==> src/rtl/rtr_switch_allocator_if.sv <==
// rtr_switch_allocator_if: flit handshake and crossbar-select bundle between input buffers, allocator and crossbar.
interface rtr_switch_allocator_if #(
    parameter int NUM_PORTS   = 5,
    parameter int ADDR_WIDTH  = 2,
    parameter int ROUTE_WIDTH = 3
);
    logic [NUM_PORTS-1:0]             in_valid, in_head, in_tail, in_ready;
    logic [NUM_PORTS*ADDR_WIDTH-1:0]  in_dest;
    logic [NUM_PORTS-1:0]             out_ready, out_valid, out_locked;
    logic [NUM_PORTS*ROUTE_WIDTH-1:0] out_sel;
    modport master (
        output in_valid, in_head, in_tail, in_dest, out_ready,
        input  in_ready, out_valid, out_sel, out_locked
    );
    modport slave (
        input  in_valid, in_head, in_tail, in_dest, out_ready,
        output in_ready, out_valid, out_sel, out_locked
    );
endinterface

==> src/rtl/rtr_switch_allocator.sv <==
// rtr_switch_allocator: wormhole switch allocator with table routing, per-output round-robin grant and packet lock.
module rtr_switch_allocator #(
    parameter int NUM_ROWS    = 2,
    parameter int NUM_COLS    = 2,
    parameter int NUM_PORTS   = 5,
    parameter int NUM_NODES   = NUM_ROWS * NUM_COLS,
    parameter int ROUTE_WIDTH = $clog2(NUM_PORTS),
    parameter int ADDR_WIDTH  = $clog2(NUM_NODES)
) (
    input  logic                             clk,
    input  logic                             reset,
    input  logic [NUM_NODES*ROUTE_WIDTH-1:0] route_table,
    rtr_switch_allocator_if.slave            sw,
    output logic [1:0]                       err
);
    typedef enum logic {IDLE, LOCKED} state_t;
    typedef logic [ROUTE_WIDTH-1:0] idx_t;

    state_t state [NUM_PORTS];
    state_t state_nx [NUM_PORTS];
    idx_t owner [NUM_PORTS];
    idx_t owner_nx [NUM_PORTS];
    idx_t ptr [NUM_PORTS];
    idx_t ptr_nx [NUM_PORTS];
    idx_t route [NUM_PORTS];
    logic [NUM_PORTS-1:0] owns, req_ok;
    logic [1:0] err_nx;
    logic found, bad_dest;
    int idx;

    always_comb begin
        owns = '0;
        sw.in_ready = '0;
        sw.out_valid = '0;
        sw.out_sel = '0;
        sw.out_locked = '0;
        for (int o = 0; o < NUM_PORTS; o++)
            if (state[o] == LOCKED) begin
                owns[owner[o]] = 1'b1;
                sw.in_ready[owner[o]] = sw.out_ready[o];
                sw.out_valid[o] = sw.in_valid[owner[o]];
                sw.out_sel[o*ROUTE_WIDTH +: ROUTE_WIDTH] = owner[o];
                sw.out_locked[o] = 1'b1;
            end
        err_nx = err;
        bad_dest = 1'b0;
        for (int i = 0; i < NUM_PORTS; i++) begin
            route[i] = '0;
            for (int d = 0; d < NUM_NODES; d++)
                if (int'(sw.in_dest[i*ADDR_WIDTH +: ADDR_WIDTH]) == d)
                    route[i] = route_table[d*ROUTE_WIDTH +: ROUTE_WIDTH];
            bad_dest = int'(sw.in_dest[i*ADDR_WIDTH +: ADDR_WIDTH]) >= NUM_NODES;
            // Only unowned inputs arbitrate; an owner's flits flow through its lock instead
            req_ok[i] = sw.in_valid[i] & sw.in_head[i] & ~owns[i] & ~bad_dest;
            err_nx[0] = err_nx[0] | (sw.in_valid[i] & sw.in_head[i] & ~owns[i] & bad_dest);
            err_nx[1] = err_nx[1] | (sw.in_valid[i] & ~sw.in_head[i] & ~owns[i]);
        end
    end

    always_comb begin
        found = 1'b0;
        idx = 0;
        for (int o = 0; o < NUM_PORTS; o++) begin
            state_nx[o] = state[o];
            owner_nx[o] = owner[o];
            ptr_nx[o] = ptr[o];
            if (state[o] == LOCKED) begin
                if (sw.in_valid[owner[o]] & sw.out_ready[o] & sw.in_tail[owner[o]]) begin
                    state_nx[o] = IDLE;
                    ptr_nx[o] = owner[o];
                end
            end else begin
                found = 1'b0;
                // Scan cyclically starting just after the last owner
                for (int k = 1; k <= NUM_PORTS; k++) begin
                    idx = (int'(ptr[o]) + k) % NUM_PORTS;
                    if (!found && req_ok[idx] && route[idx] == idx_t'(o)) begin
                        found = 1'b1;
                        state_nx[o] = LOCKED;
                        owner_nx[o] = idx_t'(idx);
                    end
                end
            end
        end
    end

    always_ff @(posedge clk)
        if (reset) begin
            for (int o = 0; o < NUM_PORTS; o++) begin
                state[o] <= IDLE;
                owner[o] <= '0;
                ptr[o] <= idx_t'(NUM_PORTS - 1);
            end
            err <= '0;
        end else begin
            state <= state_nx;
            owner <= owner_nx;
            ptr <= ptr_nx;
            err <= err_nx;
        end
endmodule

==> src/flat_wrapper.sv <==
// flat-port wrapper written by rule: the top's interface ports become plain ports
module rtr_switch_allocator_flat 
#(
    parameter int NUM_ROWS    = 2,
    parameter int NUM_COLS    = 2,
    parameter int NUM_PORTS   = 5,
    parameter int NUM_NODES   = NUM_ROWS * NUM_COLS,
    parameter int ROUTE_WIDTH = $clog2(NUM_PORTS),
    parameter int ADDR_WIDTH  = $clog2(NUM_NODES)
)
  (clk, reset, route_table, err, sw_in_valid, sw_in_head, sw_in_tail, sw_in_dest, sw_out_ready, sw_in_ready, sw_out_valid, sw_out_sel, sw_out_locked);
  rtr_switch_allocator_if #(.NUM_PORTS(NUM_PORTS), .ADDR_WIDTH(ADDR_WIDTH), .ROUTE_WIDTH(ROUTE_WIDTH)) sw_i ();
  input  logic clk;
  input  logic reset;
  input  logic [NUM_NODES*ROUTE_WIDTH-1:0] route_table;
  output logic [1:0] err;
  input wire logic [$bits(sw_i.in_valid)-1:0] sw_in_valid;
  input wire logic [$bits(sw_i.in_head)-1:0] sw_in_head;
  input wire logic [$bits(sw_i.in_tail)-1:0] sw_in_tail;
  input wire logic [$bits(sw_i.in_dest)-1:0] sw_in_dest;
  input wire logic [$bits(sw_i.out_ready)-1:0] sw_out_ready;
  output wire logic [$bits(sw_i.in_ready)-1:0] sw_in_ready;
  output wire logic [$bits(sw_i.out_valid)-1:0] sw_out_valid;
  output wire logic [$bits(sw_i.out_sel)-1:0] sw_out_sel;
  output wire logic [$bits(sw_i.out_locked)-1:0] sw_out_locked;
  assign sw_i.in_valid = sw_in_valid;
  assign sw_i.in_head = sw_in_head;
  assign sw_i.in_tail = sw_in_tail;
  assign sw_i.in_dest = sw_in_dest;
  assign sw_i.out_ready = sw_out_ready;
  assign sw_in_ready = sw_i.in_ready;
  assign sw_out_valid = sw_i.out_valid;
  assign sw_out_sel = sw_i.out_sel;
  assign sw_out_locked = sw_i.out_locked;
  rtr_switch_allocator #(.NUM_ROWS(NUM_ROWS), .NUM_COLS(NUM_COLS), .NUM_PORTS(NUM_PORTS), .NUM_NODES(NUM_NODES), .ROUTE_WIDTH(ROUTE_WIDTH), .ADDR_WIDTH(ADDR_WIDTH)) u_core (.clk(clk), .reset(reset), .route_table(route_table), .sw(sw_i), .err(err));
endmodule
==> config.mk <==
export PLATFORM = sky130hd
export DESIGN_NAME = rtr_switch_allocator_flat
export DESIGN_NICKNAME = d
export VERILOG_FILES = /design/src/rtl/rtr_switch_allocator_if.sv /design/src/rtl/rtr_switch_allocator.sv /design/src/flat_wrapper.sv
export SDC_FILE = /design/constraint.sdc
export NUM_CORES = 1
export LEC_CHECK = 0
export ABC_AREA = 1
export BUFFER_PORTS_ARGS = -buffer_cell sky130_fd_sc_hd__buf_2
export CAP_MARGIN = 20
export CORE_MARGIN = 3
export CORE_UTILIZATION = 30
export CTS_BUF_LIST = sky130_fd_sc_hd__clkbuf_16
export DETAILED_ROUTE_END_ITERATION = 6
export GPL_TIMING_DRIVEN = 0
export HOLD_SLACK_MARGIN = 0.15
export PLACE_DENSITY = 0.49
export SYNTH_ARGS = -nofsm -noshare
export SYNTH_HDL_FRONTEND = slang
export SYNTH_SLANG_ARGS = --single-unit
==> constraint.sdc <==
create_clock -name clk -period 3.8 [get_ports clk]
set_input_delay 0.76 -clock clk [delete_from_list [all_inputs] [get_ports clk]]
set_output_delay 0.76 -clock clk [all_outputs]
set_load 0.03 [all_outputs]
==> results.json, run 1 <==
{
  "status": "finished, final reports clean",
  "root_buffer": "clkbuf_16",
  "slew_headroom": 0.331,
  "min_period_ns": 3.68,
  "drt-pass1-iter-count": 5,
  "synth_top_area_share": 0.201,
  "reg2reg_from": "u_core.ptr[1]$_SDFFE_PP0P_",
  "final_area_sq_mm": 0.0142,
  "dpl_worst_slack_ns": -0.798,
  "h-tree-depth": 2,
  "core_area_sq_mm": 0.0368,
  "end_kind": "register",
  "clock_path_buffers": 2,
  "cts_sinks": 36,
  "synthesis.nets": 2156,
  "portBuffers": 73,
  "hold_start": "u_core.owner[1]$_SDFFE_PP0P_",
  "tritoncts.num_buffers": 5,
  "min_delay_worst_endpoint": "u_core.ptr[1]$_SDFFE_PP0P_",
  "wl_um": 38900,
  "drive_gt1_frac": 0.265,
  "via_per_inst": 4.99,
  "synthMuxAreaShare": 0.000891,
  "yosys.area_share.adder": 0.149,
  "setup-tns-final_ns": 0,
  "grt_pass1_vias": 11700,
  "placed_area_sq_mm": 0.0122,
  "reg2reg_slack_ns": 0.12,
  "dp_hpwl_um": 30700,
  "min_path_type": "register to register",
  "drt_iter0_drc": 829,
  "skew_ns": 0.0114,
  "netlist_area_sq_mm": 0.0112,
  "grt_start_max_net_pins": 14,
  "via_count": 13100,
  "finalSetupViolCount": 0,
  "finalWorstSetupSlack_ns": 0.119,
  "max_cap_viol_count": 0,
  "place_congestion": 0.920,
  "fin_crit_sh": 0.969,
  "yosysWarningCount": 0,
  "ys_ff_latch": 36,
  "synth_top_cell_by_area": "nand2_1",
  "grt_use_total": 0.186,
  "path_clk_slew_ns": 0.07,
  "slew_viol_final": 0,
  "power.density_mw_per_mm2": 586,
  "synth.most_common_cell": "nand2_1",
  "io_pins": 76,
  "ir_drop_uv": 215,
  "cts_tree": "built",
  "synth_edf_count": 0,
  "die_area_sq_mm": 0.0398,
  "die_w_um": 200,
  "hold_depth": 2,
  "n_antenna_cell": 0,
  "insertion_delay_ns": 0.30,
  "cp.required_ns": 4.03,
  "finalHoldViolations": 0,
  "power.leakage_nw": 7.33,
  "synth_cells": 1980,
  "initial_core_util": 0.305,
  "num_rows": 70,
  "synth-compound-area-share": 0.122,
  "antenna_found_initial": 2,
  "area_delta_synth_final_pct": 26.3,
  "syn_area_per_cell_sq_um": 5.67,
  "overflow": 0,
  "dp_cells": 2522,
  "worst_slew_pin_slew_ns": 0.995,
  "yosys.area_share.simple": 0.504,
  "synth.top_cells.by_count": "601 x nand2_1, 280 x inv_1, 230 x nand3_1, 141 x nor2_1, 129 x ha_1",
  "worstPathMaxFanout": 5,
  "grt_pass1_wl_um": 60200,
  "rsz0062_at_grt": "yes",
  "timing.fmax_mhz": 272,
  "ys_async_sr_fraction": 0,
  "layout.nets": 2327,
  "start_kind": "register",
  "rr_worst_depth": 24,
  "wl_per_cell_um": 14.9,
  "synthXorXnorAreaFrac": 0.0342,
  "synth.area.top_cells": "nand2_1 20%, ha_1 14%, nand3_1 10%, inv_1 9.4%, dfxtp_1 6.4%",
  "worstPathArrival_ns": 3.91,
  "dieHeight_um": 200,
  "synth_top_family_by_area": "simple AND/OR/NAND/NOR gates",
  "ys.flop_type": "dfxtp_1",
  "postRouteAntennaNets": 0,
  "worstSetupPathType": "register to register",
  "yosysUniqueCellTypes": 70,
  "fin_cells": 2620,
  "drc_errors": 0,
  "r2r_end": "u_core.owner[1]$_SDFFE_PP0P_",
  "yosysSeqAreaShare": 0.0641
}
-- layer usage --
layer,share of wire,GRT usage,wire length (um),vias up
met5,0.00028,0,11,-
met4,0.015,0.0318,603,2
met3,0.051,0.0263,1990,39
met2,0.46,0.310,17800,264
met1,0.48,0.259,18600,6047
li1,-,-,-,6732
-- state kept, by name (all words and copies together), names as in the netlist --
register,cells
u_core.state,5
u_core.err,1
u_core.ptr,15
u_core.owner,15
-- per-stage QoR --
step                      power (mW)  utilization  hold WS [ns]
after global routing            9.24        0.386         0.576
after floorplan                 5.42            -         0.483
after CTS                       7.42        0.349         0.525
after detailed placement        6.75        0.332         0.524
final                           8.32        0.386         0.530
after global placement          6.67        0.332         0.520
-- power by group --
part / total [mW] / internal [mW] / switching, mW
Sequential: 0.611 / 0.479 / 0.131
Combinational: 7.27 / 2.61 / 4.66
Clock: 0.438 / 0.245 / 0.193
Total: 8.32 / 3.34 / 4.98
-- area by class of cell --
class                           instances  area (sq um)
Timing Repair Buffer                  164          1070
Clock buffer                            5           125
Buffer                                 32           224
Sequential cell                        36           766
Tap cell                              468           586
Inverter                              326          1280
Fill cell                            4020         22600
Clock inverter                          3          23.8
Multi-Input combinational cell       1586         10100
-- worst max-delay path by stage --
stage                          startpoint                            to  slack (ns)
3_5_place_dp   u_core.ptr[0]$_SDFFE_PP0P_  u_core.owner[0]$_SDFFE_PP0P_       -0.80
6_report       u_core.ptr[1]$_SDFFE_PP0P_  u_core.owner[1]$_SDFFE_PP0P_        0.12
3_3_place_gp   u_core.ptr[0]$_SDFFE_PP0P_  u_core.owner[1]$_SDFFE_PP0P_       -0.72
4_1_cts        u_core.ptr[0]$_SDFFE_PP0P_  u_core.owner[1]$_SDFFE_PP0P_       0.001
2_1_floorplan  u_core.ptr[0]$_SDFFE_PP0P_  u_core.owner[0]$_SDFFE_PP0P_        0.01
5_1_grt        u_core.ptr[1]$_SDFFE_PP0P_  u_core.owner[1]$_SDFFE_PP0P_       -0.11
-- kinds of logic after synthesis --
| group | count (synthesis) |
|---|---|
| muxes | 1 |
| adders and majority gates | 132 |
| xor gates and xnor gates | 37 |
| other | 1 |
| AOI/OAI and AO/OA | 223 |
| buffers and inverters | 359 |
| DFF | 36 |
| and+or+nand+nor | 1191 |
-- timing repair --
action                                  CTS  global route
gates resized for setup                  65           223
pin swaps                                11            94
buffers inserted                         29            61
hold buffers                              0             0
endpoints found under the setup margin   20            20
gates cloned                              0             1
-- worst max-delay path: stages (launching register included) --
cell and delay [ns]:
dfxtp_4 0.38, clkinvlp_4 0.17, buf_6 0.17, ha_4 0.27, nor2_1 0.04, nand2_1 0.06
nand2_2 0.08, xor2_2 0.16, ha_1 0.21, fa_2 0.38, nand3_4 0.17, xor2_4 0.19
o21ai_0 0.13, nand3_1 0.09, nand2_1 0.09, a21oi_2 0.17, nand3_2 0.12, nor2_4 0.18
buf_6 0.13, nand3_1 0.06, nand2_1 0.09, inv_1 0.04, nand2_1 0.06, nand2_1 0.06
a21oi_2 0.10
-- cells in the final DEF (no fill, tap or decap), types with 18 or more instances in the layout --
cell type and n:
nand2_1 546, inv_1 256, nand3_1 203, nor2_1 134, ha_1 100, buf_4 91, nand2_2 79, buf_2 78
o21ai_0 62, inv_2 50, a21oi_1 48, nand4_1 45, nand3_2 44, nand2_4 27, nand3b_1 26, o211ai_1 24
dfxtp_1 22, nor2_2 19, o21ai_1 19, nand3_4 18
No activity file was read; power rests on OpenSTA's default activity.
==> inputs of run 2 (changes only) <==
CELL_PAD_IN_SITES_DETAIL_PLACEMENT = 1   (was unset)
CELL_PAD_IN_SITES_GLOBAL_PLACEMENT = 2   (was unset)
CORE_ASPECT_RATIO = 1.25   (was unset)
CTS_BUF_LIST = unset   (was sky130_fd_sc_hd__clkbuf_16)
PLACE_DENSITY = 0.81   (was 0.49)
==> results.json, run 2 (same netlist as run 1, synthesis figures left out) <==
{
  "finalHoldViolations": 0,
  "fin_crit_sh": 0.957,
  "power.density_mw_per_mm2": 595,
  "cp_slowest_cell": "dfxtp_4",
  "timing.fmax_mhz": 275,
  "drt_iter0_drc": 555,
  "cp.required_ns": 3.93,
  "end_kind": "register",
  "grt_start_max_net_pins": 12,
  "worstSetupPathDepth": 25,
  "power.leakage_nw": 7.38,
  "portBuffers": 73,
  "start_kind": "register",
  "grt_use_total": 0.203,
  "wl_per_cell_um": 16.6,
  "worstSetupPathType": "register to register",
  "cts_sinks": 36,
  "skew_ns": 0.00653,
  "min_period_ns": 3.64,
  "wl_um": 43800,
  "antenna_found_initial": 2,
  "cts_tree": "built",
  "grt_pass1_vias": 13100,
  "cpPeakStageDelay_ns": 0.41,
  "drc_errors": 0,
  "finalSetupViolCount": 0,
  "grt_pass1_wl_um": 66300,
  "fin_cells": 2642,
  "crit_buf_inv": 6,
  "insertion_delay_ns": 0.28,
  "hold_depth": 2,
  "crit_path_frequent_cell": "ha_4",
  "dp_cells": 2533,
  "io_pins": 76,
  "via_per_inst": 5.08,
  "ir_drop_uv": 269,
  "num_rows": 78,
  "drt-pass1-iter-count": 5,
  "core_area_sq_mm": 0.0366,
  "status": "finished, final reports clean",
  "slew_headroom": 0.381,
  "slew_viol_final": 0,
  "postRouteAntennaNets": 0,
  "finalWorstSetupSlack_ns": 0.165,
  "worstPathMaxFanout": 7,
  "tritoncts.num_buffers": 5,
  "rr_worst_depth": 25,
  "die_area_sq_mm": 0.0398,
  "dpl_worst_slack_ns": -0.894,
  "min_path_type": "register to register",
  "via_count": 13400,
  "root_buffer": "clkbuf_16",
  "clock_path_buffers": 2,
  "place_congestion": 0.872,
  "die_w_um": 179,
  "final_common_cell": "nand2_1",
  "area_delta_synth_final_pct": 28.2,
  "worstPathArrival_ns": 3.76,
  "dieHeight_um": 222,
  "path_clk_slew_ns": 0.06,
  "initial_core_util": 0.307,
  "layout.nets": 2336,
  "dp_hpwl_um": 34700,
  "worst_slew_pin_slew_ns": 0.921,
  "overflow": 0,
  "reg_top3": "u_core.owner (15), u_core.ptr (15), u_core.state (5)",
  "drive_gt1_frac": 0.267,
  "holdBufCountCts": 0,
  "cpLargestDelayFamily": "simple AND/OR/NAND/NOR gates",
  "h-tree-depth": 2,
  "max_cap_viol_count": 0,
  "final_cell_mix": "546 x nand2_1, 254 x inv_1, 213 x nand3_1"
}
-- run 2: stage by stage --
step           power (mW)  area, sq um  hold slack, ns  TNS (ns)   util
3_5_place_dp         6.88        12200           0.536    -12.94  0.334
3_3_place_gp         6.74        12200           0.525    -10.57  0.334
2_1_floorplan        5.42        11200           0.483         0      -
5_1_grt              9.53        14400           0.569    -0.963  0.394
6_report             8.57        14400           0.542         0  0.394
4_1_cts              7.54        12900           0.545         0  0.352
-- run 2: layout make-up --
class / count / area (sq um)
diodes: 1 / 2.50
repair buffers: 173 / 1130
plain buffers: 33 / 243
clock buffers: 8 / 146
inverters: 326 / 1300
well taps: 480 / 601
multi-input cells: 1585 / 10200
flip-flops and latches: 36 / 766
fillers: 4968 / 22200
-- run 2: power by group --
part / total (mW) / internal (mW) / switching (mW)
sequential: 0.616 / 0.480 / 0.136
combinational: 7.53 / 2.70 / 4.83
clock: 0.420 / 0.262 / 0.159
-- run 2: routing by layer --
metal  share of wire  global-route usage  up-vias
li1                -                   -     6737
met1            0.43               0.254     6450
met2            0.52               0.372      166
met3           0.021             0.00957       56
met4           0.028              0.0606        2
met5         0.00023                   0        -
-- run 2: what timing repair did --
action                                  in CTS  in global routing
endpoints found under the hold margin        0                  0
buffers inserted                            26                 73
endpoints found under the setup margin      20                 20
pin swaps                                   15                 98
resized for setup                           90                232
gates cloned                                 0                  0
-- run 2: final timing paths --
| path | endpoint | start | slack, ns |
|---|---|---|---|
| worst max-delay path | u_core.owner[7]$_SDFFE_PP0P_ | u_core.ptr[6]$_SDFFE_PP0P_ | 0.16 |
| worst min-delay path | u_core.owner[7]$_SDFFE_PP0P_ | u_core.owner[7]$_SDFFE_PP0P_ | 0.54 |
| worst max register to register | u_core.owner[7]$_SDFFE_PP0P_ | u_core.ptr[6]$_SDFFE_PP0P_ | 0.16 |
| worst min register to register | u_core.owner[7]$_SDFFE_PP0P_ | u_core.owner[7]$_SDFFE_PP0P_ | 0.54 |
-- run 2: worst reg2reg max path, delay by kind of cell, from the launching register on --
kind	cells	cell delay (ns)
flip-flops	1	0.41
adder cells (fa/ha/maj)	3	0.56
buffers and inverters	6	0.58
AND/OR/NAND/NOR	12	1.15
AO/OA/AOI/OAI	2	0.32
XOR/XNOR	2	0.47
==> inputs of run 3 (changes only) <==
CORE_MARGIN = unset   (was 3)
HOLD_SLACK_MARGIN = unset   (was 0.15)
==> results.json, run 3 (same netlist as run 1, synthesis figures left out) <==
{
  "overflow": 0,
  "die_w_um": 175,
  "root_buffer": "clkbuf_16",
  "finalHoldViolations": 0,
  "cp.required_ns": 3.94,
  "hold_start": "u_core.owner[7]$_SDFFE_PP0P_",
  "grt_start_max_net_pins": 12,
  "min_path_type": "register to register",
  "worstPathArrival_ns": 3.79,
  "tritoncts.num_buffers": 5,
  "cpPeakStageDelay_ns": 0.43,
  "power.leakage_nw": 7.37,
  "final_common_cell": "nand2_1",
  "slew_viol_final": 0,
  "portBuffers": 73,
  "grt_pass1_wl_um": 67800,
  "via_per_inst": 5.04,
  "setup-tns-final_ns": 0,
  "dp_cells": 2534,
  "status": "finished, final reports clean",
  "area_delta_synth_final_pct": 27.1,
  "end_kind": "register",
  "num_rows": 78,
  "crit_start": "u_core.ptr[1]$_SDFFE_PP0P_",
  "hold-worst-slack_ns": 0.536,
  "reg_top3": "u_core.owner (15), u_core.ptr (15), u_core.state (5)",
  "final_area_sq_mm": 0.0143,
  "drive_gt1_frac": 0.263,
  "grt_pass1_vias": 13500,
  "n_antenna_cell": 0,
  "core_area_sq_mm": 0.0366,
  "power.total_mw": 8.50,
  "cpLargestDelayFamily": "simple AND/OR/NAND/NOR gates",
  "placed_area_sq_mm": 0.0122,
  "worstPathMaxFanout": 6,
  "via_count": 13300,
  "antenna_found_initial": 0,
  "reg2reg_from": "u_core.ptr[1]$_SDFFE_PP0P_",
  "min_period_ns": 3.65,
  "insertion_delay_ns": 0.29,
  "finalSetupViolCount": 0,
  "path_clk_slew_ns": 0.06,
  "worstSetupPathType": "register to register",
  "die_area_sq_mm": 0.0382,
  "slew_headroom": 0.372,
  "cts_tree": "built",
  "postRouteAntennaNets": 0,
  "ir_drop_uv": 225,
  "dp_hpwl_um": 34800,
  "wl_um": 43200,
  "h-tree-depth": 2,
  "cts_sinks": 36,
  "place_congestion": 0.840,
  "final_cell_mix": "541 x nand2_1, 259 x inv_1, 211 x nand3_1",
  "grt_use_total": 0.219,
  "drt-pass1-iter-count": 4,
  "cp_slowest_cell": "dfxtp_4",
  "worst_slew_pin_slew_ns": 0.934,
  "initial_core_util": 0.307,
  "timing.fmax_mhz": 274,
  "fin_cells": 2635,
  "clock_path_buffers": 2,
  "wl_per_cell_um": 16.4,
  "start_kind": "register",
  "power.density_mw_per_mm2": 595,
  "io_pins": 76,
  "drt_iter0_drc": 526,
  "fin_crit_sh": 0.960,
  "skew_ns": 0.00769,
  "dieHeight_um": 218,
  "drc_errors": 0,
  "crit_buf_inv": 3,
  "max_cap_viol_count": 0,
  "layout.nets": 2330
}
-- run 3: changes by cell type in the layout (fill, tap and decap cells not counted), moves of 5 or more --
cell	previous run	this run
nand2_1	546	541
ha_1	100	106
inv_1	254	259
nand2_4	33	26
nand2_2	73	85
o21ai_1	24	18
buf_4	103	95
nor2_4	9	3
nor2_2	18	23
o21ai_0	55	61
-- run 3: cell type report --
class / count / area, sq um
fill: 4977 / 22300
multi-input combinational: 1585 / 10100
inverter: 326 / 1300
timing repair buffer: 167 / 1100
sequential: 36 / 766
tap: 480 / 601
buffer: 33 / 234
clock buffer: 6 / 129
clock inverter: 2 / 35.0
-- run 3: worst min-delay path: cells and delay by family (launching register included) --
| kind | cells | cell delay, ns |
|---|---|---|
| DFF | 1 | 0.35 |
| and+or+nand+nor | 1 | 0.08 |
| AOI/OAI and AO/OA | 1 | 0.06 |
-- run 3: where the power goes --
group | leakage (nW) | internal (mW) | total (mW) | switching [mW]
clock | 0.0808 | 0.309 | 0.478 | 0.169
sequential | 0.301 | 0.479 | 0.613 | 0.134
combinational | 6.99 | 2.62 | 7.41 | 4.79
-- run 3: path summary, 6_finish.rpt --
path	to	slack [ns]	depth (start not counted)
worst min register to register	u_core.owner[7]$_SDFFE_PP0P_	0.54	2
worst max register to register	u_core.owner[0]$_SDFFE_PP0P_	0.15	27
worst max-delay path	u_core.owner[0]$_SDFFE_PP0P_	0.15	27
worst min-delay path	u_core.owner[7]$_SDFFE_PP0P_	0.54	2
-- run 3: stage by stage --
step                       util  setup WS (ns)
after floorplan               -         0.0109
after global placement    0.334         -0.819
after detailed placement  0.334         -0.906
after CTS                 0.353       -0.00668
after global routing      0.390        -0.0612
final                     0.390          0.153
-- run 3: repair_timing --
item,CTS,global route
setup buffers,27,66
pin swaps,16,84
hold buffers,0,0
setup endpoints to repair,20,20
gates resized for setup,91,200
endpoints found under the hold margin,0,0
-- run 3: metal layers --
layer	track usage	part of all wire	vias to the layer above
li1	-	-	6724
met1	0.266	0.44	6379
met2	0.420	0.53	129
met3	0.00678	0.014	36
met4	0.0510	0.018	0
met5	0	0	-
